`src/rtl/apb_pkg.sv`:
```
// Shared APB definitions: FSM state encoding, default bus widths, range helper.
// Used by both the master stage and the register-file completer.
package apb_pkg;

   localparam logic [0:0] ST_IDLE   = 1'b0;
   localparam logic [0:0] ST_ACCESS = 1'b1;

   localparam int ADDR_W_DEF = 3;
   localparam int DATA_W_DEF = 16;

   function automatic logic in_range(input int unsigned a,
                                     input int unsigned n);
      return a < n;
   endfunction

endpackage

```
`src/rtl/apb_slave_regfile_if.sv`:
```
// APB bus bundle between master stage and completer.
// Pslverr exists only when APB_SLV_PSLVERR_EN is defined.
interface apb_slave_regfile_if
   import apb_pkg::*;
#(
   parameter int ADDR_W = ADDR_W_DEF,
   parameter int DATA_W = DATA_W_DEF
) ();

   logic              Pselx;
   logic              Penable;
   logic              Pwrite;
   logic [ADDR_W-1:0] Paddr;
   logic [DATA_W-1:0] Pwdata;
   logic [DATA_W-1:0] Prdata;
   logic              Pready;
`ifdef APB_SLV_PSLVERR_EN
   logic              Pslverr;

   modport master (
      output Pselx, Penable, Pwrite, Paddr, Pwdata,
      input  Prdata, Pready, Pslverr
   );

   modport slave (
      input  Pselx, Penable, Pwrite, Paddr, Pwdata,
      output Prdata, Pready, Pslverr
   );
`else
   modport master (
      output Pselx, Penable, Pwrite, Paddr, Pwdata,
      input  Prdata, Pready
   );

   modport slave (
      input  Pselx, Penable, Pwrite, Paddr, Pwdata,
      output Prdata, Pready
   );
`endif

endinterface

```
`src/rtl/apb_wait_counter.sv`:
```
// Access-phase wait-state counter: load on setup, count down while stalled.
// The zero flag is purely registered so Pready has no input-to-output path.
module apb_wait_counter #(
   parameter int W = 4
) (
   input  logic         clk,
   input  logic         rst,
   input  logic         load,
   input  logic [W-1:0] load_val,
   input  logic         dec,
   input  logic         clr,
   output logic         zero
);

   logic [W-1:0] cnt_q, cnt_d;

   always_comb begin
      cnt_d = cnt_q;
      if (clr) begin
         cnt_d = '0;
      end else if (load) begin
         cnt_d = load_val;
      end else if (dec && (cnt_q != '0)) begin
         cnt_d = cnt_q - 1'b1;
      end
   end

   always_ff @(posedge clk) begin
      if (rst) begin
         cnt_q <= '0;
      end else begin
         cnt_q <= cnt_d;
      end
   end

   assign zero = (cnt_q == '0);

endmodule

```
`src/rtl/apb_slave_regfile.sv`:
```
// APB completer with a bank of DATA_W-bit registers and fixed wait states.
// Optional Pslverr on out-of-range addresses under APB_SLV_PSLVERR_EN.
module apb_slave_regfile
   import apb_pkg::*;
#(
   parameter int ADDR_W      = ADDR_W_DEF,
   parameter int DATA_W      = DATA_W_DEF,
   parameter int NUM_REGS    = 6,
   parameter int WAIT_CYCLES = 0
) (
   input logic               Pclk,
   input logic               Prst,
   apb_slave_regfile_if.slave bus
);

   logic [0:0]        state_q, state_d;
   logic [ADDR_W-1:0] addr_q, addr_d;
   logic              wr_q, wr_d;
   logic [DATA_W-1:0] wdata_q, wdata_d;
   logic [DATA_W-1:0] rdata_q, rdata_d;
   logic [DATA_W-1:0] regs_q [NUM_REGS];
   logic [DATA_W-1:0] regs_d [NUM_REGS];

   logic              setup;
   logic              access;
   logic              cnt_load;
   logic              cnt_dec;
   logic              cnt_clr;
   logic              cnt_zero;
   logic              ready;
   logic              addr_ok;
   logic [DATA_W-1:0] rd_sel;

   assign setup   = bus.Pselx & ~bus.Penable;
   assign access  = bus.Pselx & bus.Penable;
   assign addr_ok = in_range(32'(addr_q), NUM_REGS);

   always_comb begin
      rd_sel = '0;
      for (int i = 0; i < NUM_REGS; i++) begin
         if (bus.Paddr == ADDR_W'(i)) rd_sel = regs_q[i];
      end
   end

   always_comb begin
      state_d  = state_q;
      addr_d   = addr_q;
      wr_d     = wr_q;
      wdata_d  = wdata_q;
      rdata_d  = rdata_q;
      regs_d   = regs_q;
      cnt_load = 1'b0;
      cnt_dec  = 1'b0;
      cnt_clr  = 1'b0;
      unique case (state_q)
         ST_IDLE: begin
            if (setup) begin
               state_d  = ST_ACCESS;
               addr_d   = bus.Paddr;
               wr_d     = bus.Pwrite;
               wdata_d  = bus.Pwdata;
               rdata_d  = rd_sel;
               cnt_load = 1'b1;
            end
         end
         ST_ACCESS: begin
            if (!bus.Pselx) begin
               state_d = ST_IDLE;
               cnt_clr = 1'b1;
            end else if (access) begin
               if (!cnt_zero) begin
                  cnt_dec = 1'b1;
               end else begin
                  state_d = ST_IDLE;
                  // Out-of-range writes fall through the loop untouched
                  for (int i = 0; i < NUM_REGS; i++) begin
                     if (wr_q && (addr_q == ADDR_W'(i))) regs_d[i] = wdata_q;
                  end
               end
            end
         end
         default: state_d = ST_IDLE;
      endcase
   end

   always_ff @(posedge Pclk) begin
      if (Prst) begin
         state_q <= ST_IDLE;
         addr_q  <= '0;
         wr_q    <= 1'b0;
         wdata_q <= '0;
         rdata_q <= '0;
         for (int i = 0; i < NUM_REGS; i++) regs_q[i] <= '0;
      end else begin
         state_q <= state_d;
         addr_q  <= addr_d;
         wr_q    <= wr_d;
         wdata_q <= wdata_d;
         rdata_q <= rdata_d;
         regs_q  <= regs_d;
      end
   end

   apb_wait_counter #(.W(4)) u_wait (
      .clk      (Pclk),
      .rst      (Prst),
      .load     (cnt_load),
      .load_val (4'(WAIT_CYCLES)),
      .dec      (cnt_dec),
      .clr      (cnt_clr),
      .zero     (cnt_zero)
   );

   assign ready      = (state_q == ST_ACCESS) & cnt_zero;
   assign bus.Pready = ready;
   assign bus.Prdata = (ready && !wr_q) ? rdata_q : '0;

`ifdef APB_SLV_PSLVERR_EN
   assign bus.Pslverr = ready & ~addr_ok;
`else
   logic unused_ok;
   assign unused_ok = addr_ok;
`endif

endmodule

```
`src/flat_wrapper.sv`:
```
// flat-port wrapper written by rule: the top's interface ports become plain ports
module apb_slave_regfile_flat import apb_pkg::*;
#(
   parameter int ADDR_W      = ADDR_W_DEF,
   parameter int DATA_W      = DATA_W_DEF,
   parameter int NUM_REGS    = 6,
   parameter int WAIT_CYCLES = 0
)
  (Pclk, Prst, bus_Pselx, bus_Penable, bus_Pwrite, bus_Paddr, bus_Pwdata, bus_Prdata, bus_Pready);
  apb_slave_regfile_if #(.ADDR_W(ADDR_W), .DATA_W(DATA_W)) bus_i ();
  input logic Pclk;
  input logic Prst;
  input wire logic [$bits(bus_i.Pselx)-1:0] bus_Pselx;
  input wire logic [$bits(bus_i.Penable)-1:0] bus_Penable;
  input wire logic [$bits(bus_i.Pwrite)-1:0] bus_Pwrite;
  input wire logic [$bits(bus_i.Paddr)-1:0] bus_Paddr;
  input wire logic [$bits(bus_i.Pwdata)-1:0] bus_Pwdata;
  output wire logic [$bits(bus_i.Prdata)-1:0] bus_Prdata;
  output wire logic [$bits(bus_i.Pready)-1:0] bus_Pready;
  assign bus_i.Pselx = bus_Pselx;
  assign bus_i.Penable = bus_Penable;
  assign bus_i.Pwrite = bus_Pwrite;
  assign bus_i.Paddr = bus_Paddr;
  assign bus_i.Pwdata = bus_Pwdata;
  assign bus_Prdata = bus_i.Prdata;
  assign bus_Pready = bus_i.Pready;
  apb_slave_regfile #(.ADDR_W(ADDR_W), .DATA_W(DATA_W), .NUM_REGS(NUM_REGS), .WAIT_CYCLES(WAIT_CYCLES)) u_core (.Pclk(Pclk), .Prst(Prst), .bus(bus_i));
endmodule
```
`config.mk`:
```
export PLATFORM = sky130hd
export DESIGN_NAME = apb_slave_regfile_flat
export DESIGN_NICKNAME = d
export VERILOG_FILES = /design/src/rtl/apb_pkg.sv /design/src/rtl/apb_slave_regfile_if.sv /design/src/rtl/apb_wait_counter.sv /design/src/rtl/apb_slave_regfile.sv /design/src/flat_wrapper.sv
export SDC_FILE = /design/constraint.sdc
export NUM_CORES = 1
export LEC_CHECK = 0
export CAP_MARGIN = 10
export CORE_MARGIN = 10
export CORE_UTILIZATION = 51
export DETAILED_ROUTE_END_ITERATION = 6
export GPL_TIMING_DRIVEN = 0
export PLACE_DENSITY = 0.83
export SLEW_MARGIN = 10
export SYNTH_ARGS = -nofsm -noshare
export SYNTH_HDL_FRONTEND = slang
export SYNTH_SLANG_ARGS = --single-unit
```
`constraint.sdc`:
```
create_clock -name Pclk -period 4.72 [get_ports Pclk]
set_input_delay 1.18 -clock Pclk [delete_from_list [all_inputs] [get_ports Pclk]]
set_output_delay 1.18 -clock Pclk [all_outputs]
set_load 0.03 [all_outputs]
```
* After elaboration in Yosys (flattened, before gate mapping)
Cells that the tools add are included.
** Storage, ports and cells
- Output and inout port bits :: 17
- Word-level logic and storage cells :: 67
- Input port bits :: 24
- Bits in registers :: 137
** Operators by class
- Bitwise logic cells :: 5
- Muxes and demuxes :: 18
- Equal/unequal tests :: 10
- Reductions and logical operators :: 21
- Add/sub/neg operators :: 1
** Operators by type and width (number)
- $mux W16 :: 7
- $reduce_and A5 Y1 :: 6
- $eq A3 B2 Y1 const B :: 4
- $eq A3 B3 Y1 const B :: 4
- $mux W1 :: 10
- $logic_and A1 B1 Y1 :: 8
- $eq A3 B1 Y1 const B :: 2
- $logic_not A3 Y1 :: 2
- $logic_not A4 Y1 :: 1
- $reduce_bool A4 Y1 :: 1
- $sub A4 B1 Y4 const B :: 1
- $and A1 B1 Y1 :: 3
- $reduce_or A3 Y1 :: 1
- $not A1 Y1 :: 2
- $pmux W1 S2 :: 1
- $reduce_and A2 Y1 :: 1
- $logic_not A1 Y1 :: 1

* Longest topological paths before layout
Gate-level depths: netlist of the first run.
- Word-level depth :: 7
- Mapped depth :: 9
- Mapped depth without buffers :: 6

* Modules after synthesis
Synthesis of the first run repeated with hierarchy kept, for this count alone.
** Second synthesis, totals
- Cell total of the unflattened synthesis :: 728
- Area, all modules :: 5818.1 µm²
** By module, submodules not included
- apb_slave_regfile :: seq. area each 2662.6 µm², times used 1, cells an instance 697, area each 5561.6 µm²
- apb_wait_counter :: seq. area each 80.1 µm², times used 1, cells an instance 31, area each 256.5 µm²

* Least setup slack after synthesis of the first run
OpenSTA, ideal clock, no wires.
- Kind :: reg2out
- Start :: reg u_core.u_wait.cnt_q[0]
- End :: out bus_Prdata[10]
- Setup slack :: 1546 ps
- Arrival :: 1994 ps
- Required time :: 3540 ps
- Stages on the path, launching flop included :: 9
- Path buffers :: 3
- Cell sequence :: dfxtp_1 -> inv_1 -> ha_1 -> or3b_1 -> buf_6 -> buf_8 -> nor3_1 -> clkbuf_1 -> and2_1
** Between the ends
- Longest elaborated chain between the ends :: 4
** Ends and longest elaborated chain
- from (decl) :: line apb_wait_counter.sv:15 : logic [W-1:0] cnt_q, cnt_d;
- from (signal assigned) :: line apb_wait_counter.sv:32 : cnt_q <= cnt_d;
- $logic_not A4 Y1 :: line apb_wait_counter.sv:36 : assign zero = (cnt_q == '0);
- $and A1 B1 Y1 :: line apb_slave_regfile.sv:114 : assign ready = (state_q == ST_ACCESS) & cnt_zero;
- $logic_and A1 B1 Y1 :: line apb_slave_regfile.sv:116 : assign bus.Prdata = (ready && !wr_q) ? rdata_q : '0;
- $mux W16 :: line apb_slave_regfile.sv:116
- to (decl) :: line flat_wrapper.sv:18 : output wire logic [$bits(bus_i.Prdata)-1:0] bus_Prdata;
No other way between the ends.

* Final worst setup path of the first run
- Start :: reg u_core.u_wait.cnt_q[0]
- End :: out bus_Prdata[13]
The elaborated chain is that of the path after synthesis.

==> summary.md, run 1 <==
| Metric | Value |
|---|---|
| Status | `finished, final reports clean` |
| Unrepaired setup endpoints after global routing | `false` |
| Max Freq | `225 MHz` |
| Async set-or-reset flop fraction in the synthesized netlist | `0%` |
| Fin worst setup slack | `0.271 ns` |
| Setup Skew | `0.00473 ns` |
| Commonest cells in the netlist | `137 x dfxtp_1, 108 x nand2_1, 69 x mux2i_1` |
| Inserted Clock Buffers | `17` |
| Rows | `38` |
| Detailed placer's ending HPWL | `10.9 mm` |
| Die width | `126 um` |
| Unique masters post-synth | `46` |
| Post-synth EDFFs | `0` |
| CTS HTree Levels | `4` |
| Clk sink count | `137` |
| Fraction of layout cells with a size suffix above 1 | `9.22%` |
| Max Cap Viol | `0` |
| Slew HR | `48.6%` |
| I/O pins | `41` |
| Cts repair resizes | `1` |
| Cell count after synthesis | `615` |
| Antenna violations before repair | `0` |
| # DRC | `0` |
| Most common cell in the netlist | `dfxtp_1` |
| Pre-Repair DR Iteration Count | `6` |
| Seq cells post-synth | `137` |
| Placed cell count | `792` |
| WL/cell | `19.3 um` |
| DR vias/cell | `5.92` |
| Sequential cell area | `0.00274 mm^2` |
| Clk Latency, worst-skew pair | `0.53 ns` |
| Hold Fails Final Rpt | `0` |
| Clock transition at the registers of the reported paths | `0.06 ns` |
| Most used DFF post-synth | `dfxtp_1` |
| ANT nets after route | `0` |
| N_diodes | `0` |
| Initial core utilization | `52.4%` |
| Syn nets | `641` |
| WP data required | `3.54 ns` |
| Grt total ovfl | `0` |
| Max VDD drop | `0.232 mV` |
| Syn Area/Cell | `9.28 um^2` |
| Chip Height | `126 um` |
| CTS tree | `built` |
| Total Wirelength | `15.9 mm` |
| Worst hold path type | `reg2reg` |
| Total negative slack | `0 ns` |
| First-pass GRT wire length | `25.3 mm` |
| Largest net degree at the start of global routing | `17` |
| Nets | `697` |
| Final worst-path cycle share | `94.3%` |
| Gr usage total | `19.6%` |
| Syn. warnings | `0` |
| Clk Tree Root Cell | `clkbuf_8` |
| Vias in the first global route | `4,875` |
| Cell Area, Synth | `0.00571 mm^2` |
| DR vias | `4,870` |
| Syn-to-layout area delta | `19.9%` |
| Final Power | `2.62 mW` |
| Multi-input logic area | `0.00273 mm^2` |
| Postcts setup bufs | `0` |
| Final setup fails | `0` |
| Worst setup EP type | `primary output` |
| Slew Limit Fails | `0` |
| Cell taking the most area after synthesis | `dfxtp_1` |
| Tmin final | `4.45 ns` |
| Leak Pwr | `2.37 nW` |
| Fill cells | `834` |
| CP Class | `reg2out` |
| Critical Path AT | `3.27 ns` |
| 1st-iter DRT viols | `493` |
| Die area | `0.0158 mm^2` |
| CTS max path bufs | `2` |
| Post-Layout Cell Count | `823` |
| Power Dens Cells | `383 mW/mm^2` |
| Core area | `0.0109 mm^2` |
| Register area share after synthesis | `48.0%` |
| Worst slew pin tran | `0.768 ns` |
| Hold-fix buffers at CTS | `0` |
| Largest cells by area after synthesis | `dfxtp_1 48%, mux2i_1 12%, nand2_1 7.1%` |
| Crit path launch type | `register` |
| CP Max Fanout | `10` |
| Port bufs | `37` |
| Placer Congestion | `0.895` |
| Setup slack at placement | `0.375 ns` |
| Post-synth top area share | `48.0%` |
-- sequential cells by signal (all words and copies together), names as in the netlist --
register and cells:
u_core.u_wait.cnt_q 4, u_core.addr_q 3, u_core.rdata_q 16, u_core.wr_q 1
u_core.wdata_q 16, u_core.regs_q 96, u_core.state_q 1
-- metal layers --
metal	share of wire, %	wire length (um)	track usage (%)	vias to the layer above
li1	-	-	-	2258
met1	41	6450	23.2	2298
met2	47	7510	32.1	253
met3	8.0	1270	4.91	61
met4	4.1	643	10.8	0
met5	0	0	0	-
-- through the flow --
stage	cell area, um^2	util (%)	hold slack [ns]
4_1_cts	6840	62.8	0.435
6_report	6840	62.8	0.431
2_1_floorplan	5710	-	0.407
3_5_place_dp	6250	57.4	0.426
3_3_place_gp	6250	57.4	0.421
5_1_grt	6840	62.8	0.448
-- report_power, final --
group | leakage (nW) | switching (mW) | internal, mW
Clock | 0.276 | 0.475 | 0.818
Sequential | 1.11 | 0.0213 | 1.17
Combinational | 0.992 | 0.0819 | 0.0510
-- placed cells by master (no fill, tap or decap), types with 2 or more instances in the layout --
master | netlist | layout
a22o_1 | 25 | 25
nand2_1 | 108 | 108
nor3_1 | 3 | 2
nand2b_1 | 5 | 5
a22oi_1 | 4 | 4
buf_8 | 3 | 3
nor2_1 | 64 | 64
bufinv_16 | 0 | 2
xor2_1 | 2 | 2
buf_2 | 10 | 10
nor3_4 | 3 | 3
mux2i_1 | 69 | 69
clkdlybuf4s50_1 | 0 | 37
nor3b_1 | 5 | 5
o22ai_1 | 6 | 6
or3_1 | 2 | 2
a211oi_1 | 2 | 2
clkbuf_1 | 29 | 31
o22a_1 | 5 | 5
mux2_2 | 11 | 11
ha_1 | 2 | 2
nand4_1 | 3 | 3
and2_1 | 17 | 17
a21oi_1 | 49 | 49
a222oi_1 | 5 | 5
clkinvlp_4 | 0 | 3
o221ai_1 | 7 | 7
a32o_1 | 4 | 4
nor3_2 | 2 | 3
buf_1 | 2 | 2
clkbuf_8 | 0 | 6
o21ai_0 | 9 | 9
nand3_1 | 2 | 2
inv_1 | 4 | 4
dfxtp_1 | 137 | 137
nand3b_1 | 2 | 2
clkbuf_16 | 0 | 16
-- path summary, 6_finish.rpt --
path                            slack, ns  depth (start not counted)                         endpoint                           startpoint
worst min-delay path                 0.43                          2  u_core.rdata_q[14]$_SDFFE_PP0P_      u_core.rdata_q[14]$_SDFFE_PP0P_
worst max-delay path                 0.27                          9                   bus_Prdata[13]  u_core.u_wait.cnt_q[0]$_SDFFE_PP0P_
worst max register to register       2.23                          9   u_core.regs_q[43]$_SDFFE_PP0P_  u_core.u_wait.cnt_q[0]$_SDFFE_PP0P_
worst min register to register       0.43                          2  u_core.rdata_q[14]$_SDFFE_PP0P_      u_core.rdata_q[14]$_SDFFE_PP0P_
-- area by class of cell --
class / instances / area share [%]
Buffer: 46 / 3.38
Timing Repair Buffer: 37 / 5.41
Inverter: 4 / 0.219
Tap cell: 140 / 2.56
Multi-Input combinational cell: 428 / 39.8
Clock buffer: 25 / 7.22
Clock inverter: 6 / 1.28
Sequential cell: 137 / 40.1
-- cells by family (layout without fill, tap and decap cells) --
kind of cell	count (synthesis)	after routing	synth area share, %
buffers and inverters	50	118	4.30
adders and majority gates	2	2	0.438
DFF	137	137	48.0
muxes	80	80	14.3
AOI/OAI and AO/OA	119	119	14.2
and+or+nand+nor	224	224	18.3
xor gates and xnor gates	3	3	0.460
-- worst max-delay path: stages, from the launching register on --
cell and delay [ns]:
dfxtp_1 0.33, inv_1 0.09, ha_1 0.14, or3b_1 0.36
buf_6 0.15, buf_8 0.15, nor3_2 0.38, clkbuf_2 0.30
and2_1 0.16, clkdlybuf4s50_1 0.67
No activity file was read; power rests on OpenSTA's default activity.
==> run 2: changes to the inputs <==
--- a/config.mk
+++ b/config.mk
@@ -5,12 +5,14 @@
 export SDC_FILE = /design/constraint.sdc
 export NUM_CORES = 1
 export LEC_CHECK = 0
+export ABC_CLOCK_PERIOD_IN_PS = 4720
 export CAP_MARGIN = 10
 export CORE_MARGIN = 10
 export CORE_UTILIZATION = 51
 export DETAILED_ROUTE_END_ITERATION = 6
+export DONT_BUFFER_PORTS = 1
 export GPL_TIMING_DRIVEN = 0
-export PLACE_DENSITY = 0.83
+export PLACE_DENSITY = 0.78
 export SLEW_MARGIN = 10
 export SYNTH_ARGS = -nofsm -noshare
 export SYNTH_HDL_FRONTEND = slang
==> summary.md, run 2 (synthesis gave the netlist of run 1 again) <==
| Metric | Value |
|---|---|
| Status | `finished, final reports clean` |
| Clk Tree Root Cell | `clkbuf_8` |
| Total negative slack | `0 ns (unchanged)` |
| Share of power burned in registers | `48.5% (+3.0 points)` |
| DR vias/cell | `6.06 (+2.4%)` |
| Clk Latency, worst-skew pair | `0.53 ns (about the same)` |
| Leak Pwr | `2.21 nW (-7.0%)` |
| Regs by FF count | `u_core.regs_q: 96 flops, u_core.rdata_q: 16 flops, u_core.wdata_q: 16 flops` |
| Worst slew pin tran | `0.870 ns (+0.101 ns)` |
| Power Dens Cells | `385 mW/mm^2 (+0.52%)` |
| WL/cell | `20.1 um (+4.1%)` |
| Internal power | `1.90 mW (-6.9%)` |
| I/O pins | `41 (unchanged)` |
| Gr usage total | `19.8% (+0.20 points)` |
| Placer Congestion | `0.869 (-2.9%)` |
| Die area | `0.0158 mm^2 (unchanged)` |
| CP Max Fanout | `10 (unchanged)` |
| Final worst-path cycle share | `92.2% (-2.0 points)` |
| Clock power share | `46.9% (-2.5 points)` |
| Syn-to-layout area delta | `11.9%` |
| Clk sink count | `137 (unchanged)` |
| Inserted Clock Buffers | `17 (unchanged)` |
| # DRC | `0 (unchanged)` |
| Switching share of power | `22.8% (+0.68 points)` |
| DR vias | `4,755 (-2.4%)` |
| Slew HR | `41.6% (-7.0 points)` |
| Commonest cells after routing, fill and taps aside | `137 x dfxtp_1, 108 x nand2_1, 69 x mux2i_1` |
| Total Wirelength | `15.8 mm (-0.67%)` |
| Cts repair resizes | `0 (-1)` |
| Max FFs per register | `96 (unchanged)` |
| Worst setup EP type | `primary output` |
| Setup Skew | `0.00630 ns (+0.00156 ns)` |
| CTS max path bufs | `2 (unchanged)` |
| Sw power | `0.560 mW (-3.2%)` |
| Commonest non-fill, non-tap cell in the layout | `dfxtp_1` |
| Tmin final | `4.35 ns (-0.0947 ns)` |
| Postcts setup bufs | `0 (unchanged)` |
| CTS HTree Levels | `4 (unchanged)` |
| Fill cells | `896 (+7.4%)` |
| Port bufs | `0 (-100%)` |
| Detailed placer's ending HPWL | `10.7 mm (-1.7%)` |
| Chip Height | `126 um (unchanged)` |
| ANT nets after route | `0 (unchanged)` |
| Crit path launch type | `register` |
| First-pass GRT wire length | `25.3 mm (about the same)` |
| Antenna violations before repair | `0 (unchanged)` |
| Core area | `0.0109 mm^2 (unchanged)` |
| WP data required | `3.54 ns (about the same)` |
| CP Class | `reg2out` |
| Largest net degree at the start of global routing | `17 (unchanged)` |
| Die width | `126 um (unchanged)` |
| Initial core utilization | `52.4% (unchanged)` |
| Biggest register | `u_core.regs_q` |
| Vias in the first global route | `4,655 (-4.5%)` |
| Worst hold path type | `reg2reg` |
| Logic pwr share | `4.6% (-0.5 points)` |
| Final setup fails | `0 (unchanged)` |
| Grt total ovfl | `0 (unchanged)` |
| CTS tree | `built` |
| Hold Fails Final Rpt | `0 (unchanged)` |
| Critical Path AT | `3.17 ns (-0.10 ns)` |
| Hold-fix buffers at CTS | `0 (unchanged)` |
| Rows | `38 (unchanged)` |
| Fraction of layout cells with a size suffix above 1 | `8.84% (-0.39 points)` |
| Max VDD drop | `0.239 mV (+3.0%)` |
| Clock transition at the registers of the reported paths | `0.06 ns (about the same)` |
| Max Freq | `230 MHz (+2.2%)` |
| Pre-Repair DR Iteration Count | `7 (+1)` |
| Nets | `660 (-5.3%)` |
| Max Cap Viol | `0 (unchanged)` |
| Unrepaired setup endpoints after global routing | `false` |
| Final hold slack | `0.432 ns (+0.000737 ns)` |
| 1st-iter DRT viols | `526 (+6.7%)` |
| N_diodes | `0 (unchanged)` |
| Slew Limit Fails | `0 (unchanged)` |
==> run 2: cell count changes in the layout (fill, tap and decap cells not counted) <==
cell	before	now
clkinv_2	1	3
clkinvlp_4	3	0
nor3_1	2	3
clkdlybuf4s50_1	37	0
clkbuf_2	1	0
clkbuf_8	6	5
bufinv_16	2	0
clkbuf_1	31	35
nor3_2	3	2
==> run 2: critical path: stages (launching register included) <==
cell and delay, ns:
dfxtp_1 0.33, inv_1 0.09, ha_1 0.14, or3b_1 0.35, buf_6 0.15, buf_8 0.14, nor3_1 0.67, clkbuf_1 0.38
and2_1 0.38
==> run 2: path summary, 6_finish.rpt <==
kind,start,to,slack [ns],cells past startpoint
max reg2reg,u_core.u_wait.cnt_q[0]$_SDFFE_PP0P_,u_core.regs_q[39]$_SDFFE_PP0P_,2.17,9
max,u_core.u_wait.cnt_q[0]$_SDFFE_PP0P_,bus_Prdata[6],0.37,8
min reg2reg,u_core.rdata_q[14]$_SDFFE_PP0P_,u_core.rdata_q[14]$_SDFFE_PP0P_,0.43,2
min,u_core.rdata_q[14]$_SDFFE_PP0P_,u_core.rdata_q[14]$_SDFFE_PP0P_,0.43,2
==> run 2: cell type report <==
class | instances | area [um^2] | area share [%]
Clock inverter | 3 | 15.0 | 0.235
Sequential cell | 137 | 2740 | 42.9
Tap cell | 140 | 175 | 2.74
Inverter | 4 | 15.0 | 0.235
Clock buffer | 27 | 492 | 7.70
Buffer | 46 | 230 | 3.60
Multi-Input combinational cell | 428 | 2720 | 42.6
==> run 2: power by group through the flow <==
stage               clock [mW]  sequential, mW  combinational (mW)
finish                    1.15            1.19               0.112
global route              1.21            1.19               0.120
CTS                       1.15            1.19               0.111
detailed placement           0            1.22               0.110
global placement             0            1.21               0.108
floorplan                    0            1.21              0.0770
==> run 2: per-stage QoR <==
step / power (mW) / area (um^2) / worst slack [ns] / instances / util, %
detailed placement: 1.33 / 5880 / 0.847 / 755 / 54.0
CTS: 2.45 / 6390 / 0.282 / 785 / 58.7
finish: 2.46 / 6390 / 0.366 / 785 / 58.7
global placement: 1.32 / 5880 / 0.885 / 755 / 54.0
global route: 2.53 / 6390 / 0.0534 / 785 / 58.7
floorplan: 1.28 / 5710 / 1.55 / 615 / -
==> run 2: per-layer routing <==
| metal | track usage, % | routed length [um] | up-vias |
|---|---|---|---|
| met1 | 24.1 | 6470 | 2315 |
| li1 | - | - | 2184 |
| met2 | 31.9 | 7570 | 215 |
| met4 | 9.78 | 491 | 0 |
| met5 | 0 | 0 | - |
| met3 | 5.20 | 1230 | 41 |
